$ cat src/rtl/morse_pkg.sv
// -----------------------------------------------------------------------------
// morse_pkg
// Shared definitions for the Morse word player: 2-bit symbol codes, FSM state
// encoding and the fixed letter/word gap lengths (in Morse time units).
// -----------------------------------------------------------------------------
package morse_pkg;

  typedef enum logic [1:0] {
    SYM_END  = 2'b00,
    SYM_DOT  = 2'b01,
    SYM_DASH = 2'b10,
    SYM_LGAP = 2'b11
  } sym_e;

  typedef enum logic [2:0] {
    ST_IDLE   = 3'd0,
    ST_DECODE = 3'd1,
    ST_MARK   = 3'd2,
    ST_SPACE  = 3'd3,
    ST_DONE   = 3'd4
  } state_e;

  localparam int LETTER_GAP_UNITS = 3;
  localparam int WORD_GAP_UNITS   = 7;

  // Width of the per-interval unit down-counter.
  localparam int UCW = 8;

endpackage

$ cat src/rtl/morse_sequencer_if.sv
// -----------------------------------------------------------------------------
// morse_sequencer_if
// Request/status handshake between the register file and the Morse player.
//   start       request, accepted only while the player is idle
//   pattern     2*NSYM bits of symbols, MSB pair played first
//   busy        high while a word is being played
//   done        one-cycle pulse at the end of a word
//   repeat_word (only with MORSE_REPEAT_EN) loop the word instead of finishing
// -----------------------------------------------------------------------------
interface morse_sequencer_if #(
  parameter int NSYM = 5
);
  logic                start;
  logic [2*NSYM-1:0]   pattern;
  logic                busy;
  logic                done;
`ifdef MORSE_REPEAT_EN
  logic                repeat_word;

  modport master (output start, pattern, repeat_word, input busy, done);
  modport slave  (input start, pattern, repeat_word, output busy, done);
`else
  modport master (output start, pattern, input busy, done);
  modport slave  (input start, pattern, output busy, done);
`endif
endinterface

$ cat src/rtl/morse_sequencer_prescaler.sv
// -----------------------------------------------------------------------------
// unit_prescaler
// Divides clk down to one tick per Morse time unit (every DIV cycles) while
// run is high. clr holds the count at zero so every interval starts aligned.
//   clk, reset (async, active-low)
//   clr      synchronous clear of the count
//   run      count enable (player is in a mark or a space)
//   tick     combinational, high on the last cycle of each unit
//   unit_clk toggles after every tick (LED indicator)
// -----------------------------------------------------------------------------
module unit_prescaler #(
  parameter int DIV = 25000000,
  parameter int CW  = 25
) (
  input  logic clk,
  input  logic reset,
  input  logic clr,
  input  logic run,
  output logic tick,
  output logic unit_clk
);

  localparam logic [CW-1:0] LAST = CW'(DIV - 1);

  logic [CW-1:0] count;

  assign tick = run && (count == LAST);

  // NOTE: sequential state is written only with non-blocking assignments so
  // every register in the block samples the values from before the edge.
  always_ff @(posedge clk or negedge reset) begin
    if (!reset) begin
      count    <= '0;
      unit_clk <= 1'b0;
    end else begin
      if (clr || tick) begin
        count <= '0;
      end else if (run) begin
        count <= count + CW'(1);
      end
      if (tick) begin
        unit_clk <= ~unit_clk;
      end
    end
  end

endmodule

$ cat src/rtl/morse_sequencer.sv
// -----------------------------------------------------------------------------
// morse_sequencer
// Plays a packed word of 2-bit Morse symbols as timed marks and spaces.
//   clk, reset (async, active-low)
//   bus       morse_sequencer_if.slave: start/pattern in, busy/done out
//   tone      high during a mark
//   short     high during a dot mark
//   l         high during a dash mark
//   unit_clk  toggles on every unit tick while busy
// Optional feature macro: MORSE_REPEAT_EN (word repeat with a 7-unit word gap
// instead of finishing, controlled by bus.repeat_word).
// -----------------------------------------------------------------------------
module morse_sequencer
  import morse_pkg::*;
#(
  parameter int NSYM       = 5,
  parameter int DIV        = 25000000,
  parameter int CW         = 25,
  parameter int DASH_UNITS = 3,
  parameter int GAP_UNITS  = 1
) (
  input  logic                    clk,
  input  logic                    reset,
  morse_sequencer_if.slave        bus,
  output logic                    tone,
  output logic                    short,
  output logic                    l,
  output logic                    unit_clk
);

  localparam int SCW = $clog2(NSYM + 1);

  // Unit counter reload values: counts down to zero, so load units-1.
  localparam logic [UCW-1:0] DOT_LAST  = '0;
  localparam logic [UCW-1:0] DASH_LAST = UCW'(DASH_UNITS - 1);
  localparam logic [UCW-1:0] GAP_LAST  = UCW'(GAP_UNITS - 1);
  localparam logic [UCW-1:0] LGAP_LAST = UCW'(LETTER_GAP_UNITS - 1);
`ifdef MORSE_REPEAT_EN
  localparam logic [UCW-1:0] WGAP_LAST = UCW'(WORD_GAP_UNITS - 1);
`endif

  state_e             state;
  logic [2*NSYM-1:0]  shreg;
  logic [SCW-1:0]     symcount;
  logic [UCW-1:0]     units_left;
  logic               busy_q;
  logic               done_q;
  logic               tick;
  logic               timing;
`ifdef MORSE_REPEAT_EN
  logic [2*NSYM-1:0]  shadow;
`endif

  sym_e top_sym;
  logic word_end;

  assign top_sym  = sym_e'(shreg[2*NSYM-1 -: 2]);
  assign word_end = (symcount == SCW'(NSYM)) || (top_sym == SYM_END);
  assign timing   = (state == ST_MARK) || (state == ST_SPACE);

  assign bus.busy = busy_q;
  assign bus.done = done_q;

  // Count is held at zero outside MARK/SPACE, so each interval starts on a
  // fresh unit boundary and lasts exactly units*DIV cycles.
  unit_prescaler #(
    .DIV (DIV),
    .CW  (CW)
  ) u_prescaler (
    .clk      (clk),
    .reset    (reset),
    .clr      (!timing),
    .run      (timing),
    .tick     (tick),
    .unit_clk (unit_clk)
  );

  always_ff @(posedge clk or negedge reset) begin
    if (!reset) begin
      state      <= ST_IDLE;
      shreg      <= '0;
      symcount   <= '0;
      units_left <= '0;
      busy_q     <= 1'b0;
      done_q     <= 1'b0;
      tone       <= 1'b0;
      short      <= 1'b0;
      l          <= 1'b0;
`ifdef MORSE_REPEAT_EN
      shadow     <= '0;
`endif
    end else begin
      // done is a single-cycle pulse; only the DECODE->DONE step raises it.
      done_q <= 1'b0;
      case (state)
        ST_IDLE: begin
          if (bus.start) begin
            shreg    <= bus.pattern;
            symcount <= '0;
            busy_q   <= 1'b1;
            state    <= ST_DECODE;
`ifdef MORSE_REPEAT_EN
            shadow   <= bus.pattern;
`endif
          end
        end

        ST_DECODE: begin
          if (word_end) begin
`ifdef MORSE_REPEAT_EN
            if (bus.repeat_word) begin
              shreg      <= shadow;
              symcount   <= '0;
              units_left <= WGAP_LAST;
              state      <= ST_SPACE;
            end else begin
              busy_q <= 1'b0;
              done_q <= 1'b1;
              state  <= ST_DONE;
            end
`else
            busy_q <= 1'b0;
            done_q <= 1'b1;
            state  <= ST_DONE;
`endif
          end else begin
            shreg    <= shreg << 2;
            symcount <= symcount + SCW'(1);
            case (top_sym)
              SYM_DOT: begin
                tone       <= 1'b1;
                short      <= 1'b1;
                units_left <= DOT_LAST;
                state      <= ST_MARK;
              end
              SYM_DASH: begin
                tone       <= 1'b1;
                l          <= 1'b1;
                units_left <= DASH_LAST;
                state      <= ST_MARK;
              end
              default: begin  // SYM_LGAP; SYM_END is handled by word_end
                units_left <= LGAP_LAST;
                state      <= ST_SPACE;
              end
            endcase
          end
        end

        ST_MARK: begin
          if (tick) begin
            if (units_left == '0) begin
              tone       <= 1'b0;
              short      <= 1'b0;
              l          <= 1'b0;
              units_left <= GAP_LAST;
              state      <= ST_SPACE;
            end else begin
              units_left <= units_left - UCW'(1);
            end
          end
        end

        ST_SPACE: begin
          if (tick) begin
            if (units_left == '0) begin
              state <= ST_DECODE;
            end else begin
              units_left <= units_left - UCW'(1);
            end
          end
        end

        ST_DONE: state <= ST_IDLE;

        default: state <= ST_IDLE;
      endcase
    end
  end

endmodule
$ cat src/flat_wrapper.sv
// flat-port wrapper written by rule: the top's interface ports become plain ports
module morse_sequencer_flat import morse_pkg::*;
#(
  parameter int NSYM       = 5,
  parameter int DIV        = 25000000,
  parameter int CW         = 25,
  parameter int DASH_UNITS = 3,
  parameter int GAP_UNITS  = 1
)
  (clk, reset, tone, short, l, unit_clk, bus_start, bus_pattern, bus_busy, bus_done);
  morse_sequencer_if #(.NSYM(NSYM)) bus_i ();
  input  logic clk;
  input  logic reset;
  output logic tone;
  output logic short;
  output logic l;
  output logic unit_clk;
  input wire logic [$bits(bus_i.start)-1:0] bus_start;
  input wire logic [$bits(bus_i.pattern)-1:0] bus_pattern;
  output wire logic [$bits(bus_i.busy)-1:0] bus_busy;
  output wire logic [$bits(bus_i.done)-1:0] bus_done;
  assign bus_i.start = bus_start;
  assign bus_i.pattern = bus_pattern;
  assign bus_busy = bus_i.busy;
  assign bus_done = bus_i.done;
  morse_sequencer #(.NSYM(NSYM), .DIV(DIV), .CW(CW), .DASH_UNITS(DASH_UNITS), .GAP_UNITS(GAP_UNITS)) u_core (.clk(clk), .reset(reset), .bus(bus_i), .tone(tone), .short(short), .l(l), .unit_clk(unit_clk));
endmodule
$ cat config.mk
export PLATFORM = sky130hd
export DESIGN_NAME = morse_sequencer_flat
export DESIGN_NICKNAME = d
export VERILOG_FILES = /design/src/rtl/morse_pkg.sv /design/src/rtl/morse_sequencer_if.sv /design/src/rtl/morse_sequencer_prescaler.sv /design/src/rtl/morse_sequencer.sv /design/src/flat_wrapper.sv
export SDC_FILE = /design/constraint.sdc
export NUM_CORES = 1
export LEC_CHECK = 0
export CORE_MARGIN = 10
export CORE_UTILIZATION = 40
export CTS_CLUSTER_SIZE = 24
export DETAILED_ROUTE_END_ITERATION = 12
export GPL_ROUTABILITY_DRIVEN = 0
export PLACE_DENSITY = 0.68
export SETUP_SLACK_MARGIN = 0.2
export SLEW_MARGIN = 20
export SYNTH_ARGS = -nofsm -noshare
export SYNTH_HDL_FRONTEND = slang
export SYNTH_HIERARCHICAL = 1
export SYNTH_SLANG_ARGS = --single-unit
export TNS_END_PERCENT = 100
$ cat constraint.sdc
create_clock -name clk -period 3.9 [get_ports clk]
set_input_delay 0.585 -clock clk [delete_from_list [all_inputs] [get_ports clk]]
set_output_delay 0.585 -clock clk [all_outputs]
set_load 0.01 [all_outputs]
# Yosys cells after proc, flatten, opt, wreduce, memory -nomap -nowiden
# Cells that the tools add are included.
dict set report totals {
  reg_bits 55
  inputBits 13
  word_cells 92
}
dict set report op_classes {
  addsub 3
  n_eq_ne 18
  n_mux 39
  bitwise_logic 1
  reduce_logical 20
}
# operator n
set ops {}
lappend ops {{25-bit two-way mux} 2}
lappend ops {{8-bit two-way mux} 5}
lappend ops {{25-bit by 1-bit adder with 25-bit output, second input constant} 1}
lappend ops {{25-bit equality test, second input constant} 1}
lappend ops {{5-bit AND reduction} 5}
lappend ops {{3-bit two-way mux} 8}
lappend ops {{8-bit case mux with 3 select lines} 1}
lappend ops {{10-bit two-way mux} 2}
lappend ops {{10-bit case mux with 2 select lines} 1}
lappend ops {{2-bit != test, second input constant} 9}
lappend ops {{1-bit two-way mux} 13}
lappend ops {{3-bit case mux with 4 select lines} 1}
lappend ops {{8-bit zero test} 1}
lappend ops {{1-bit case mux with 2 select lines} 4}
lappend ops {{8-bit by 1-bit subtractor with 8-bit output, second input constant} 1}
lappend ops {{3-bit by 2-bit equality test with 1-bit output, second input constant} 2}
lappend ops {{3-bit case mux with 2 select lines} 1}
lappend ops {{3-bit AND reduction} 2}
lappend ops {{2-bit nonzero test} 3}
lappend ops {{2-bit by 1-bit != test with 1-bit output, second input constant} 2}
lappend ops {{3-bit by 1-bit adder with 3-bit output, second input constant} 1}
lappend ops {{3-bit by 1-bit equality test with 1-bit output, second input constant} 1}
lappend ops {{3-bit equality test, second input constant} 1}
lappend ops {{3-bit zero test} 1}
lappend ops {{10 further kinds} 12}

# Longest topological paths before layout
dict set report logic_depth {
  depth_word 5
  depth_mapped 11
  ltp_nobuf 9
}

# Hierarchy
# Netlist, hierarchy kept.
# mod n_inst cells_each area_each_um2 seq_area_each_um2
set modules_own_cells {}
lappend modules_own_cells {morse_sequencer 1 159 1635.3 725.7}
lappend modules_own_cells {unit_prescaler 1 139 1365.1 650.6}

# Worst setup path after synthesis
# No wires, ideal clock.
dict set report synth_timing {
  path_kind {register to register}
  start {reg u_core.state[2]}
  end {reg u_core.units_left[5]}
  setup_time_ns 0.078
  arrival_ns 2.959
  setup_slack_ns 0.863
  path_stages_with_launch 11
  n_path_buf 1
  period_less_slack_ns 3.037
  cell_sequence {dfrtp_1 > nand2b_1 > inv_2 > buf_2 > and3_1 > nand4_1 > nor4_2 > mux2i_1 > a211o_4 > or4_1 > a21oi_1}
}
dict set report synth_via {
  elab_chain_cells 5
  word_cells_on_any_way 12
}
# element line_no
set synth_rtl {}
lappend synth_rtl {{from (decl)} morse_sequencer.sv:42} ;# state_e state;
lappend synth_rtl {{from (signal assigned)} morse_sequencer.sv:80} ;# state <= ST_IDLE;
lappend synth_rtl {{from (signal assigned)} morse_sequencer.sv:101} ;# state <= ST_DECODE;
lappend synth_rtl {{from (signal assigned)} morse_sequencer.sv:124} ;# state <= ST_DONE;
lappend synth_rtl {{3-bit by 2-bit equality test with 1-bit output} morse_sequencer.sv:59} ;# assign timing = (state == ST_MARK) || (state == ST_SPACE);
lappend synth_rtl {{1-bit logical OR (*)} morse_sequencer.sv:59}
lappend synth_rtl {{net u_core.timing} morse_sequencer.sv:49} ;# logic timing;
lappend synth_rtl {{1-bit logical AND (*)} morse_sequencer_prescaler.sv:27} ;# assign tick = run && (count == LAST);
lappend synth_rtl {{net u_core.tick} morse_sequencer.sv:48} ;# logic tick;
lappend synth_rtl {{2-bit != test (no source line)} --}
lappend synth_rtl {{5-bit AND reduction (no source line) (*)} --}
lappend synth_rtl {{to (signal assigned)} morse_sequencer.sv:159} ;# units_left <= units_left - UCW'(1);
lappend synth_rtl {{to (signal assigned)} morse_sequencer.sv:169} ;# units_left <= units_left - UCW'(1);
lappend synth_rtl {{to (decl)} morse_sequencer.sv:45} ;# logic [UCW-1:0] units_left;
# Mark *: on every way through the listed nets, which the timed path passes. The rest lies on a longest branch.
# A chain may end at the register's enable or synchronous reset.

# Final worst setup path
dict set report layout_timing {
  start {reg u_core.state[1]}
  end {reg u_core.units_left[5]}
}
# Same word-level chain as after synthesis.

==> metrics.md <==
| Metric | Value |
|---|---|
| Status | `finished, final reports clean` |
| Max Cap Violations | `0` |
| Startpoint Class | `register` |
| EDFF count, synth | `0` |
| ANT cells | `0` |
| Share of cells above drive strength 1 | `0.0924` |
| Die X | `107 µm` |
| Hold/Removal Path Class | `in2async` |
| Post-CTS setup buffer count | `0` |
| Register area share after synthesis | `0.459` |
| Worst EP required | `4.14 ns` |
| Root Buffer | `clkbuf_8` |
| Met3 global-route usage | `0.0246` |
| Largest net degree at the start of global routing | `42` |
| Die Span Y | `107 µm` |
| Post-synth top area share | `0.459` |
| Setup Viol. Count Final | `0` |
| Routed vias/inst | `5.63` |
| Row cnt | `31` |
| Gr busiest metal | `met2` |
| Post-synthesis compound-gate area fraction | `0.179` |
| Mapped cell area | `0.00300 mm²` |
| Synth Instances | `298` |
| Dpl hpwl | `4.18 mm` |
| Final Critical Period | `3.39 ns` |
| VDD IR max | `0.000311 V` |
| Reg clk slew, reported paths | `0.10 ns` |
| Area after DPL | `0.00324 mm²` |
| H-Tree Depth | `2` |
| Via count of the first global-routing pass | `2308` |
| Clock share of power | `0.180` |
| Sw Ratio | `0.386` |
| Cts repair resizes | `0` |
| First-pass GRT wire length | `10.7 mm` |
| Simple-gate share of the synthesized area | `0.203` |
| Final setup TNS | `0 ns` |
| Area occupied by multi-input gates | `0.00149 mm²` |
| Syn avg cell area | `10.1 µm²` |
| NumNets Final | `334` |
| Worst-Margin Slew | `1.01 ns` |
| Post-route ant nets | `0` |
| Initial antenna violation count | `0` |
| NetSw | `706 µW` |
| Combinational power share | `0.371` |
| Clock insertion delay at the later pin of the skew report | `0.31 ns` |
| Ys flop type | `dfrtp_1` |
| Worst Setup End Kind | `register` |
| Remaining Overflow, GRT | `0` |
| Worst slew margin | `0.326` |
| DRC viols | `0` |
| Fill count | `732` |
| Sequential Power Share | `0.448` |
| Total track usage | `0.111` |
| Met2 usage | `0.182` |
| Starting density of the core | `0.411` |
| Largest area contributor in the netlist | `dfrtp_1` |
| Post-synth cell types | `55` |
| Syn Nets | `319` |
| CTS tree | `yes` |
| Arrival @ worst endpoint | `3.63 ns` |
| IO buf count | `18` |
| Mux share of post-synthesis cell area | `0.0417` |
| P&R area growth vs syn | `11.0%` |
| Post-synth top cells | `55 x dfrtp_1, 35 x a21oi_1, 22 x nor2_1` |
| Drt wl/cell | `14.7 µm` |
| FF+latch count, synth | `55` |
| XOR/XNOR Fraction of Synth Area | `0.0379` |
| Adder-Cell Fraction of Synth Area | `0.0334` |
| Initial DRC Count | `85` |
| Design Area, Final | `0.00333 mm²` |
| # clock sinks | `55` |
| Pleak | `0.00142 µW` |
| Synth async-reset ratio | `1.00` |
| Count leader, synth | `dfrtp_1` |
| Final period util | `0.869` |
| GR Util met1 | `0.142` |
| Int Power | `1130 µW` |
| Max Root-Sink Buffers | `2` |
| Final core occ | `0.457` |
| Final wirelength | `6.09 mm` |
| Combinational family with the most area after synthesis | `simple AND/OR/NAND/NOR gates` |
| Setup Skew | `0.0104 ns` |
| Crit-path max FO | `11` |
| Dominant cells by area after synthesis | `dfrtp_1 46%, a21oi_1 5.8%, mux2i_1 3.7%` |
| Core ar. | `0.00729 mm²` |
| Die area | `0.0114 mm²` |
| Unrepaired setup endpoints after global routing | `no` |
| Final hold vios | `0` |
| Num CTS Buffers | `5` |
| Reg area | `0.00138 mm²` |
| Max frequency | `0.295 GHz` |
| Routed via count | `2324` |
| Final Max Tran Viols | `0` |
| Power Density | `550 mW/mm²` |
| Hold_buf cts | `0` |
| Setup CP Type | `reg2reg` |
| Pre-antenna DRT Iters | `4` |
| Top-Level Pins | `19` |
| Yosys Warn Count | `6` |
-- power by group through the flow --
| stage | Clock [µW] | Combinational (µW) | Sequential, µW |
|---|---|---|---|
| global route | 366 | 763 | 842 |
| floorplan | 0 | 556 | 796 |
| detailed placement | 0 | 679 | 831 |
| global placement | 0 | 675 | 826 |
| CTS | 341 | 686 | 821 |
| finish | 330 | 680 | 821 |
-- critical path, stage by stage (launching register included) --
cell and delay [ns]:
dfrtp_1 0.54, nand2b_1 0.26, inv_2 0.25, and3_1 0.24, nand4_1 0.23, nor4_2 0.55
mux2i_1 0.19, a211o_4 0.39, or4_1 0.51, a21oi_1 0.15
-- routing by layer --
metal | share of wire | vias to the layer above
met5 | 0 | -
met4 | 0.0087 | 0
met3 | 0.030 | 4
met2 | 0.48 | 29
met1 | 0.48 | 1163
li1 | - | 1128
-- cells by family (layout without fill, tap and decap cells) --
group / Yosys count / in the layout
compound gates: 80 / 80
xor+xnor: 13 / 13
fa+ha+maj: 8 / 8
buf+inv: 27 / 43
flops: 55 / 55
mux: 12 / 12
simple gates: 103 / 103
-- stage by stage --
step	setup WS [ns]	std cells	total power (µW)	hold WS [ns]
after floorplan	0.863	298	1350	0.289
after CTS	0.492	413	1850	0.447
after global placement	0.683	405	1500	0.494
final	0.509	413	1830	0.409
after global routing	0.262	413	1970	0.479
after detailed placement	0.525	405	1510	0.489
-- cells in the final DEF, fill, tap and decap left out, types with 10 or more instances in the layout --
| master | synthesis | routed |
|---|---|---|
| dfrtp_1 | 55 | 55 |
| a21oi_1 | 35 | 35 |
| nor2_1 | 22 | 22 |
| clkdlybuf4s50_1 | 0 | 17 |
| inv_1 | 14 | 14 |
| nand2_1 | 14 | 14 |
| mux2i_1 | 11 | 11 |
| o31ai_1 | 10 | 10 |
| o21ai_0 | 10 | 10 |
-- worst paths after layout --
path / from / to / slack [ns] / depth (start not counted)
setup reg to reg: u_core/state[1] / u_core/units_left[5] / 0.51 / 9
setup / recovery: u_core/state[1] / u_core/units_left[5] / 0.51 / 9
hold / removal: reset / u_core/u_prescaler/count[7] / 0.41 / 1
max in group asynchronous: reset / u_core/shreg[1] / 2.72 / 2
hold reg to reg: u_core/u_prescaler/unit_clk / u_core/u_prescaler/unit_clk / 0.49 / 1
min in group clk: u_core/u_prescaler/unit_clk / u_core/u_prescaler/unit_clk / 0.49 / 1
-- area by class of cell --
cell class,instances,share of cell area
Timing Repair Buffer,20,0.0571
Multi-Input combinational cell,216,0.447
Clock inverter,3,0.00751
Sequential cell,55,0.413
Inverter,15,0.0169
Clock buffer,5,0.0207
Tap cell,99,0.0372
-- sequential cells by signal, indices dropped and copies added, names as in the netlist --
name	count
u_core/bus.done	1
u_core/state	3
u_core/units_left	8
u_core/tone	1
u_core/l	1
u_core/short	1
u_core/u_prescaler/unit_clk	1
u_core/bus.busy	1
u_core/symcount	3
u_core/u_prescaler/count	25
u_core/shreg	10
Power figures use the tool's default switching activity.
